$ cat config.mk
export PLATFORM = sky130hd
export DESIGN_NAME = rom_loader
export DESIGN_NICKNAME = d
export VERILOG_FILES = /design/src/rtl/solomon_pkg.sv /design/src/rtl/rom_region_dec.sv /design/src/rtl/rom_loader.sv
export SDC_FILE = /design/constraint.sdc
export NUM_CORES = 1
export LEC_CHECK = 0
export BUFFER_PORTS_ARGS = -buffer_cell sky130_fd_sc_hd__buf_2
export CORE_AREA = 2 2 101 103
export DETAILED_ROUTE_END_ITERATION = 8
export DIE_AREA = 0 0 103 105
export PLACE_DENSITY = 0.75
export SYNTH_ARGS = -nofsm -noshare
export SYNTH_HDL_FRONTEND = slang
export SYNTH_SLANG_ARGS = --single-unit
$ cat constraint.sdc
create_clock -name MCLK -period 2.6 [get_ports MCLK]
set_input_delay 0.26 -clock MCLK [delete_from_list [all_inputs] [get_ports MCLK]]
set_output_delay 0.26 -clock MCLK [all_outputs]
set_load 0.05 [all_outputs]
$ cat src/rtl/solomon_pkg.sv
// Shared types and address map for the Solomon ROM download path.
package solomon_pkg;

  typedef enum logic [2:0] {IDLE, LOAD, HOLD, RUN, FAIL} state_e;

  localparam logic [24:0] TOTAL_DEF = 25'h30000;

  localparam logic [24:0] SND_BASE  = 25'h0C000;
  localparam logic [24:0] FG_BASE   = 25'h10000;
  localparam logic [24:0] BG_BASE   = 25'h18000;
  localparam logic [24:0] SPR_BASE  = 25'h20000;
  localparam logic [24:0] ROM_LIMIT = 25'h30000;

  localparam logic [2:0] RGN_MAIN = 3'd0;
  localparam logic [2:0] RGN_SND  = 3'd1;
  localparam logic [2:0] RGN_FG   = 3'd2;
  localparam logic [2:0] RGN_BG   = 3'd3;
  localparam logic [2:0] RGN_SPR  = 3'd4;
  localparam logic [2:0] RGN_OOR  = 3'd7;

endpackage

$ cat src/rtl/rom_region_dec.sv
// Combinational map from a download byte address to its ROM region code.
import solomon_pkg::*;

module rom_region_dec (
  input  logic [24:0] addr,
  output logic [2:0]  region
);

  always_comb begin
    region = RGN_OOR;
    if      (addr < SND_BASE)  region = RGN_MAIN;
    else if (addr < FG_BASE)   region = RGN_SND;
    else if (addr < BG_BASE)   region = RGN_FG;
    else if (addr < SPR_BASE)  region = RGN_BG;
    else if (addr < ROM_LIMIT) region = RGN_SPR;
  end

endmodule

$ cat src/rtl/rom_loader.sv
// Sequences an ioctl download into the core ROM port, validates it, and
// releases core reset once a complete, in-order image has settled.
import solomon_pkg::*;

module rom_loader #(
  parameter logic [24:0] TOTAL    = TOTAL_DEF,
  parameter int          HOLD_CYC = 16
) (
  input  logic        MCLK,
  input  logic        RESET,
  input  logic        DL,
  input  logic        DLWR,
  input  logic [24:0] DLAD,
  input  logic [7:0]  DLDT,
  output logic [24:0] ROMAD,
  output logic [7:0]  ROMDT,
  output logic        ROMEN,
  output logic [2:0]  REGION,
  output logic        CORE_RST,
  output logic        DLERR,
  output logic        DLDONE,
  output logic [7:0]  CSUM
);

  state_e      state_q, state_d;
  logic        dl_q;
  logic [24:0] count_q, count_d;
  logic [7:0]  csum_q, csum_d;
  logic        dlerr_q, dlerr_d;
  logic [7:0]  hold_q, hold_d;
  logic [24:0] romad_q, romad_d;
  logic [7:0]  romdt_q, romdt_d;
  logic        romen_q, romen_d;
  logic [2:0]  region_q, region_d;
  logic        core_rst_q, core_rst_d;
  logic        dldone_q, dldone_d;
  logic [2:0]  dec_region;
  logic        dl_rise, dl_fall;

  rom_region_dec u_dec (
    .addr   (DLAD),
    .region (dec_region)
  );

  assign dl_rise = DL & ~dl_q;
  assign dl_fall = ~DL & dl_q;

  always_comb begin
    state_d  = state_q;
    count_d  = count_q;
    csum_d   = csum_q;
    dlerr_d  = dlerr_q;
    hold_d   = hold_q;
    romad_d  = romad_q;
    romdt_d  = romdt_q;
    romen_d  = 1'b0;
    region_d = region_q;
    case (state_q)
      LOAD: begin
        if (DLWR) begin
          if (DLAD < TOTAL) begin
            romen_d  = 1'b1;
            romad_d  = DLAD;
            romdt_d  = DLDT;
            region_d = dec_region;
            count_d  = count_q + 25'd1;
            csum_d   = csum_q + DLDT;
            if (DLAD != count_q) dlerr_d = 1'b1;
          end else begin
            dlerr_d = 1'b1;
          end
        end
        // Completion is judged on the post-write values so a last byte
        // arriving with the DL fall still counts.
        if (dl_fall) begin
          state_d = (count_d == TOTAL && !dlerr_d) ? HOLD : FAIL;
          hold_d  = 8'd0;
        end
      end
      HOLD: begin
        if (hold_q == 8'(HOLD_CYC - 1)) state_d = RUN;
        else                            hold_d  = hold_q + 8'd1;
      end
      default: ;
    endcase
    if (dl_rise) begin
      state_d = LOAD;
      count_d = '0;
      csum_d  = '0;
      dlerr_d = 1'b0;
    end
    core_rst_d = (state_d != RUN);
    dldone_d   = (state_d == RUN);
  end

  // dl_q resets high so a DL still asserted across RESET is not seen as a
  // new rise; the host must drop and re-raise DL to restart.
  always_ff @(posedge MCLK or posedge RESET) begin
    if (RESET) begin
      state_q    <= IDLE;
      dl_q       <= 1'b1;
      count_q    <= '0;
      csum_q     <= '0;
      dlerr_q    <= 1'b0;
      hold_q     <= '0;
      romad_q    <= '0;
      romdt_q    <= '0;
      romen_q    <= 1'b0;
      region_q   <= '0;
      core_rst_q <= 1'b1;
      dldone_q   <= 1'b0;
    end else begin
      state_q    <= state_d;
      dl_q       <= DL;
      count_q    <= count_d;
      csum_q     <= csum_d;
      dlerr_q    <= dlerr_d;
      hold_q     <= hold_d;
      romad_q    <= romad_d;
      romdt_q    <= romdt_d;
      romen_q    <= romen_d;
      region_q   <= region_d;
      core_rst_q <= core_rst_d;
      dldone_q   <= dldone_d;
    end
  end

  assign ROMAD    = romad_q;
  assign ROMDT    = romdt_q;
  assign ROMEN    = romen_q;
  assign REGION   = region_q;
  assign CORE_RST = core_rst_q;
  assign DLERR    = dlerr_q;
  assign DLDONE   = dldone_q;
  assign CSUM     = csum_q;

endmodule

Yosys cells after proc, flatten, opt, wreduce, memory -nomap -nowiden:

Index checks and enable logic that the tools add are counted.

* add/subtract/negate cells: 3
* magnitude comparators: 5
* equality and inequality tests: 9
* mux-type cells: 30
* bitwise logic cells: 4
* reduce and logical (&&, ||, !) cells: 9

Operators with widths (number)
* two-way mux 25 bit: 5
* less-than comparator 25 x 17 -> 1 bit (second input constant): 2
* less-than comparator 25 x 18 -> 1 bit (second input constant): 2
* two-way mux 8 bit: 6
* adder 25 x 1 -> 25 bit (second input constant): 1
* equality test 25 x 18 -> 1 bit (second input constant): 1
* less-than comparator 25 x 16 -> 1 bit (second input constant): 1
* inequality test 25 bit: 1
* two-way mux 3 bit: 8
* case mux 8 bit (2 select lines): 1
* two-way mux 1 bit: 9
* AND reduction 3 bit: 3
* adder 8 x 1 -> 8 bit (second input constant): 1
* adder 8 bit: 1
* equality test 8 x 4 -> 1 bit (second input constant): 1
* nonzero test 2 bit: 4
* equality test 3 x 2 -> 1 bit (second input constant): 2
* case mux 3 bit (2 select lines): 1
* inequality test 2 bit (second input constant): 2
* equality test 3 x 1 -> 1 bit (second input constant): 1
* inequality test 3 x 2 -> 1 bit (second input constant): 1
* AND 1 bit: 2
* inverter 1 bit: 2
* logical AND 1 bit: 1
* logical NOT 1 bit: 1

* bits in registers: 85
* bits of input ports: 37
* output and inout bits: 48
* logic and storage cells: 72

Logic depth before layout (Yosys ltp):

* depth in word-level cells: 12
* mapped depth: 9
* mapped depth without buffers: 9

Cells and area by module:

Synthesis repeated with hierarchy kept, for this count alone.

* cells, all modules: 547
* area total of the unflattened synthesis: 4754.6 µm²

By module, submodules not included
* rom_loader: instances 1, cells an instance 539, area an instance 4703.3 µm², seq. area each 2129.5 µm²
* rom_region_dec: instances 1, cells an instance 8, area an instance 51.3 µm², seq. area each 0.0 µm²

Worst setup path before layout:

Ideal clock, no wire load.

* path type: reg-to-reg
* from: register csum_q[1] (netlist: CSUM[1])
* to: register csum_q[7] (netlist: CSUM[7])
* library setup time: 0.140 ns
* arrival: 2.451 ns
* required time: 2.460 ns
* setup slack: 0.010 ns
* stages on the path, launching flop included: 9
* path buffers: 0
* clock period less this slack: 2.590 ns
* cell sequence: dfrtp_1 ha_1 a21o_1 a21oi_1 o21bai_1 a2111oi_0 nor3b_1 o311ai_0 o41ai_1

* longest elaborated chain between the ends: 5

Ends and longest elaborated chain
* from (decl): RTL line rom_loader.sv:28 `logic [7:0] csum_q, csum_d;`
* from (signal assigned): RTL line rom_loader.sv:116 `csum_q <= csum_d;`
* adder 8 bit: RTL line rom_loader.sv:67 `csum_d = csum_q + DLDT;`
* two-way mux 8 bit: RTL line rom_loader.sv:61 `if (DLAD < TOTAL) begin`
* two-way mux 8 bit: RTL line rom_loader.sv:60 `if (DLWR) begin`
* two-way mux 8 bit: RTL line rom_loader.sv:58 `case (state_q)`
* two-way mux 8 bit: RTL line rom_loader.sv:86 `if (dl_rise) begin`

No other way between the ends. The select of a mux whose other input is x is not followed.
A chain may end at the register's enable or synchronous reset.

Worst setup path after layout:

* from: register count_q[0]
* to: register state_q[2]

* longest elaborated chain between the ends: 11
* elaborated cells between the ends (all ways): 16
* those cells by class: 1 x add/sub; 2 x eq/ne; 11 x mux; 2 x reduce/logical

Ends and longest elaborated chain
* from (decl): RTL line rom_loader.sv:27 `logic [24:0] count_q, count_d;`
* from (signal assigned): RTL line rom_loader.sv:115 `count_q <= count_d;`
* branches (longest 6 deep; another with adder 25 x 1 -> 25 bit)
* logical AND 1 bit (*): RTL line rom_loader.sv:76 `state_d = (count_d == TOTAL && !dlerr_d) ? HOLD : FAIL;`
* two-way mux 3 bit (*): RTL line rom_loader.sv:76
* two-way mux 3 bit (*): RTL line rom_loader.sv:75 `if (dl_fall) begin`
* case mux 3 bit (2 select lines) (*): RTL line rom_loader.sv:58
* two-way mux 3 bit (*): RTL line rom_loader.sv:86
* via state_d[2]: RTL line rom_loader.sv:25 `state_e state_q, state_d;`
* to (signal assigned): RTL line rom_loader.sv:113 `state_q <= state_d;`
* to (decl): RTL line rom_loader.sv:25

Mark *: on every way through the listed nets, which the timed path passes. The select of a mux whose other input is x is not followed.

==> impl_metrics.tcl <==
set metrics [dict create \
    cts_tree "built" \
    cp_max_fo 6 \
    end_kind "register" \
    reg2regPathDepth 8 \
    drt_iter0_markers 250 \
    synth.distinct_cells 61 \
    violations "hold timing" \
    start_util 0.501 \
    drive_gt1_frac 0.238 \
    vias 4128 \
    cts-root-buf "clkbuf_8" \
    dr.pass1.iters 5 \
    reg2reg_slack_ns 0.17 \
    num_rows 36 \
    ir_drop_mv 0.316 \
    r2r_start "count_q[0]" \
    cts_buffer_depth 2 \
    final_cell_mix "121 x nand2_1, 84 x buf_2, 82 x dfrtp_1" \
    post-cts-setup-buffers 0 \
    period_share 0.935 \
    crit_type "register to register" \
    wirelength_mm 12.3 \
    cts_resized 0 \
    finalNetCount 669 \
    finalWeightedCongestion 1.03 \
    start_kind "register" \
    seq_area_frac_synth 0.441 \
    tightest_slew_ns 0.881 \
    cts_buffers 9 \
    min_period_ns 2.43 \
    met3_usage 0.0575 \
    cts.clk_slew.worst_paths_ns 0.08 \
    drc 0 \
    clk-insertion-delay-late_ns 0.36 \
    ioPinCount 85 \
    max-slew-margin-rel 0.411 \
    synth.avg_cell_area_um2 8.98 \
    syn-cell-area_um2 4830 \
    design.core.area_um2 9640 \
    grt_use_met1 0.325 \
    antenna_found_initial 0 \
    synth_cells 538 \
    p_per_area_nw_per_um2 472 \
    grt_use_total 0.238 \
    slew_violations 0 \
    viasPerCell 5.45 \
    grt_max_degree 86 \
    synthArstFlopShare 1.00 \
    setup_tns_ns 0 \
    yosysWarningCount 0 \
    htreeDepth 3 \
    clock_sinks 85 \
    hold_viol 27 \
    max_cap_violations 0 \
    floorplan.die.height_um 105 \
    synth_enable_flop_cells 0 \
    rr_endpoint "state_q[2]" \
    grt_remaining_overflow 0 \
    fp.dieW_um 103 \
    synthFlopType "dfrtp_1" \
    dieArea_um2 10800 \
    grt_busiest_layer "met2" \
    setup_ws_ns 0.168 \
    min_path_type "input pin to async pin" \
    arrival_ns 2.68 \
    final_antenna_net_count 0 \
    cp.required_ns 2.84 \
    grt_pass1_vias 4056 \
    syn_to_final_growth_pct 17.1 \
    grt_pass1_wl_mm 20.1 \
    status "finished with violations" \
    grt.met2_usage 0.372 \
    setup_viol 0 \
    wl_per_cell_um 16.2 \
    syn_nets 585 \
    synth-seq-cells 85 \
    skew_ns 0.0104 \
    final_common_cell "nand2_1" \
    rsz0062_at_grt "no" \
    p_leak_nw 2.76 \
    ctsHoldBuffers 0 \
    whs_ns -0.0516 \
    place_ws_ns 0.0459 \
    numPortBuffers 84 \
    place_hpwl_mm 9.29 \
    n_antenna_cell 0 \
    max_freq_mhz 411 \
]
## through the flow
stage	util	instance area [um^2]	power (mW)	cells
final	0.587	5660	2.67	758
after floorplan	-	4830	1.64	538
after global placement	0.564	5440	1.76	744
after global routing	0.587	5660	2.76	758
after detailed placement	0.564	5440	1.77	744
after CTS	0.584	5630	2.70	758
## sequential cells by signal (all words and copies together) (netlist names), 3 cells and up
register,flops
count_q,25
ROMAD,25
ROMDT,8
REGION,3
hold_q,8
state_q,3
CSUM,8
## critical path, cell delays in order, from the launching register on
cell and delay [ns]:
dfrtp_1 0.41, ha_4 0.20, nand4_4 0.10, or3_4 0.44
a2111oi_2 0.36, a21oi_1 0.11, a2111oi_4 0.29, nand4_2 0.19
a22o_1 0.22
## power by group
part | total (mW) | switching [mW] | leakage, nW | internal [mW]
Clock | 0.931 | 0.473 | 0.0902 | 0.458
Sequential | 1.39 | 0.0288 | 1.17 | 1.36
Combinational | 0.354 | 0.252 | 1.50 | 0.102
Total | 2.67 | 0.754 | 2.76 | 1.92
## per-layer routing
layer  wire length [um]  vias to the layer above  part of all wire
met5                  0                        -                 0
met4                271                        0             0.022
met3                759                       19             0.062
met2               5820                      126              0.47
met1               5400                     2012              0.44
li1                   -                     1971                 -
## worst max-delay path by stage
stage / from / to / slack (ns) / cells after the start
2_1_floorplan: CSUM[1] / CSUM[7] / 0.01 / 8
3_3_place_gp: CSUM[1] / CSUM[7] / 0.15 / 8
3_5_place_dp: CSUM[1] / CSUM[7] / 0.05 / 8
4_1_cts: CSUM[1] / CSUM[7] / 0.009 / 8
5_1_grt: count_q[0] / state_q[2] / 0.0005 / 8
6_report: count_q[0] / state_q[2] / 0.17 / 8
## logic make-up (layout without fill, tap and decap cells)
logic type / after synthesis / after routing / synth area share
xor gates and xnor gates: 64 / 64 / 0.116
muxes: 3 / 3 / 0.00621
adders and majority gates: 10 / 10 / 0.0274
DFF: 85 / 85 / 0.441
AOI/OAI and AO/OA: 61 / 61 / 0.0911
buffers and inverters: 42 / 129 / 0.0396
and+or+nand+nor: 273 / 273 / 0.279
## area by class of cell
| cell class | count | area (um^2) |
|---|---|---|
| clock inverters | 4 | 50.0 |
| flip-flops and latches | 85 | 2130 |
| clock buffers | 10 | 138 |
| well taps | 133 | 166 |
| inverters | 10 | 38.8 |
| multi-input cells | 411 | 2540 |
| fillers | 934 | 3980 |
| repair buffers | 105 | 591 |
## synthesized netlist by cell type (all sizes together), types with 3 or more instances
master | n | area [um^2]
xor2 | 19 | 166
xnor2 | 45 | 394
nand2 | 121 | 454
a2111oi | 4 | 66.3
nand4 | 16 | 136
a211oi | 4 | 30.0
nor4 | 7 | 86.3
nand3 | 19 | 108
nand2b | 8 | 50.1
a21oi | 19 | 95.1
o21bai | 3 | 22.5
buf | 18 | 101
o31ai | 3 | 27.5
o211ai | 4 | 30.0
ha | 9 | 113
dfrtp | 83 | 2080
nor2 | 55 | 209
clkbuf | 14 | 52.6
o21ai | 9 | 45.0
inv | 10 | 37.5
or3 | 7 | 50.1
nor3 | 8 | 40.0
and2 | 10 | 63.8
and3 | 14 | 87.6
mux2i | 3 | 30.0
(Power assumes the default switching activity.)
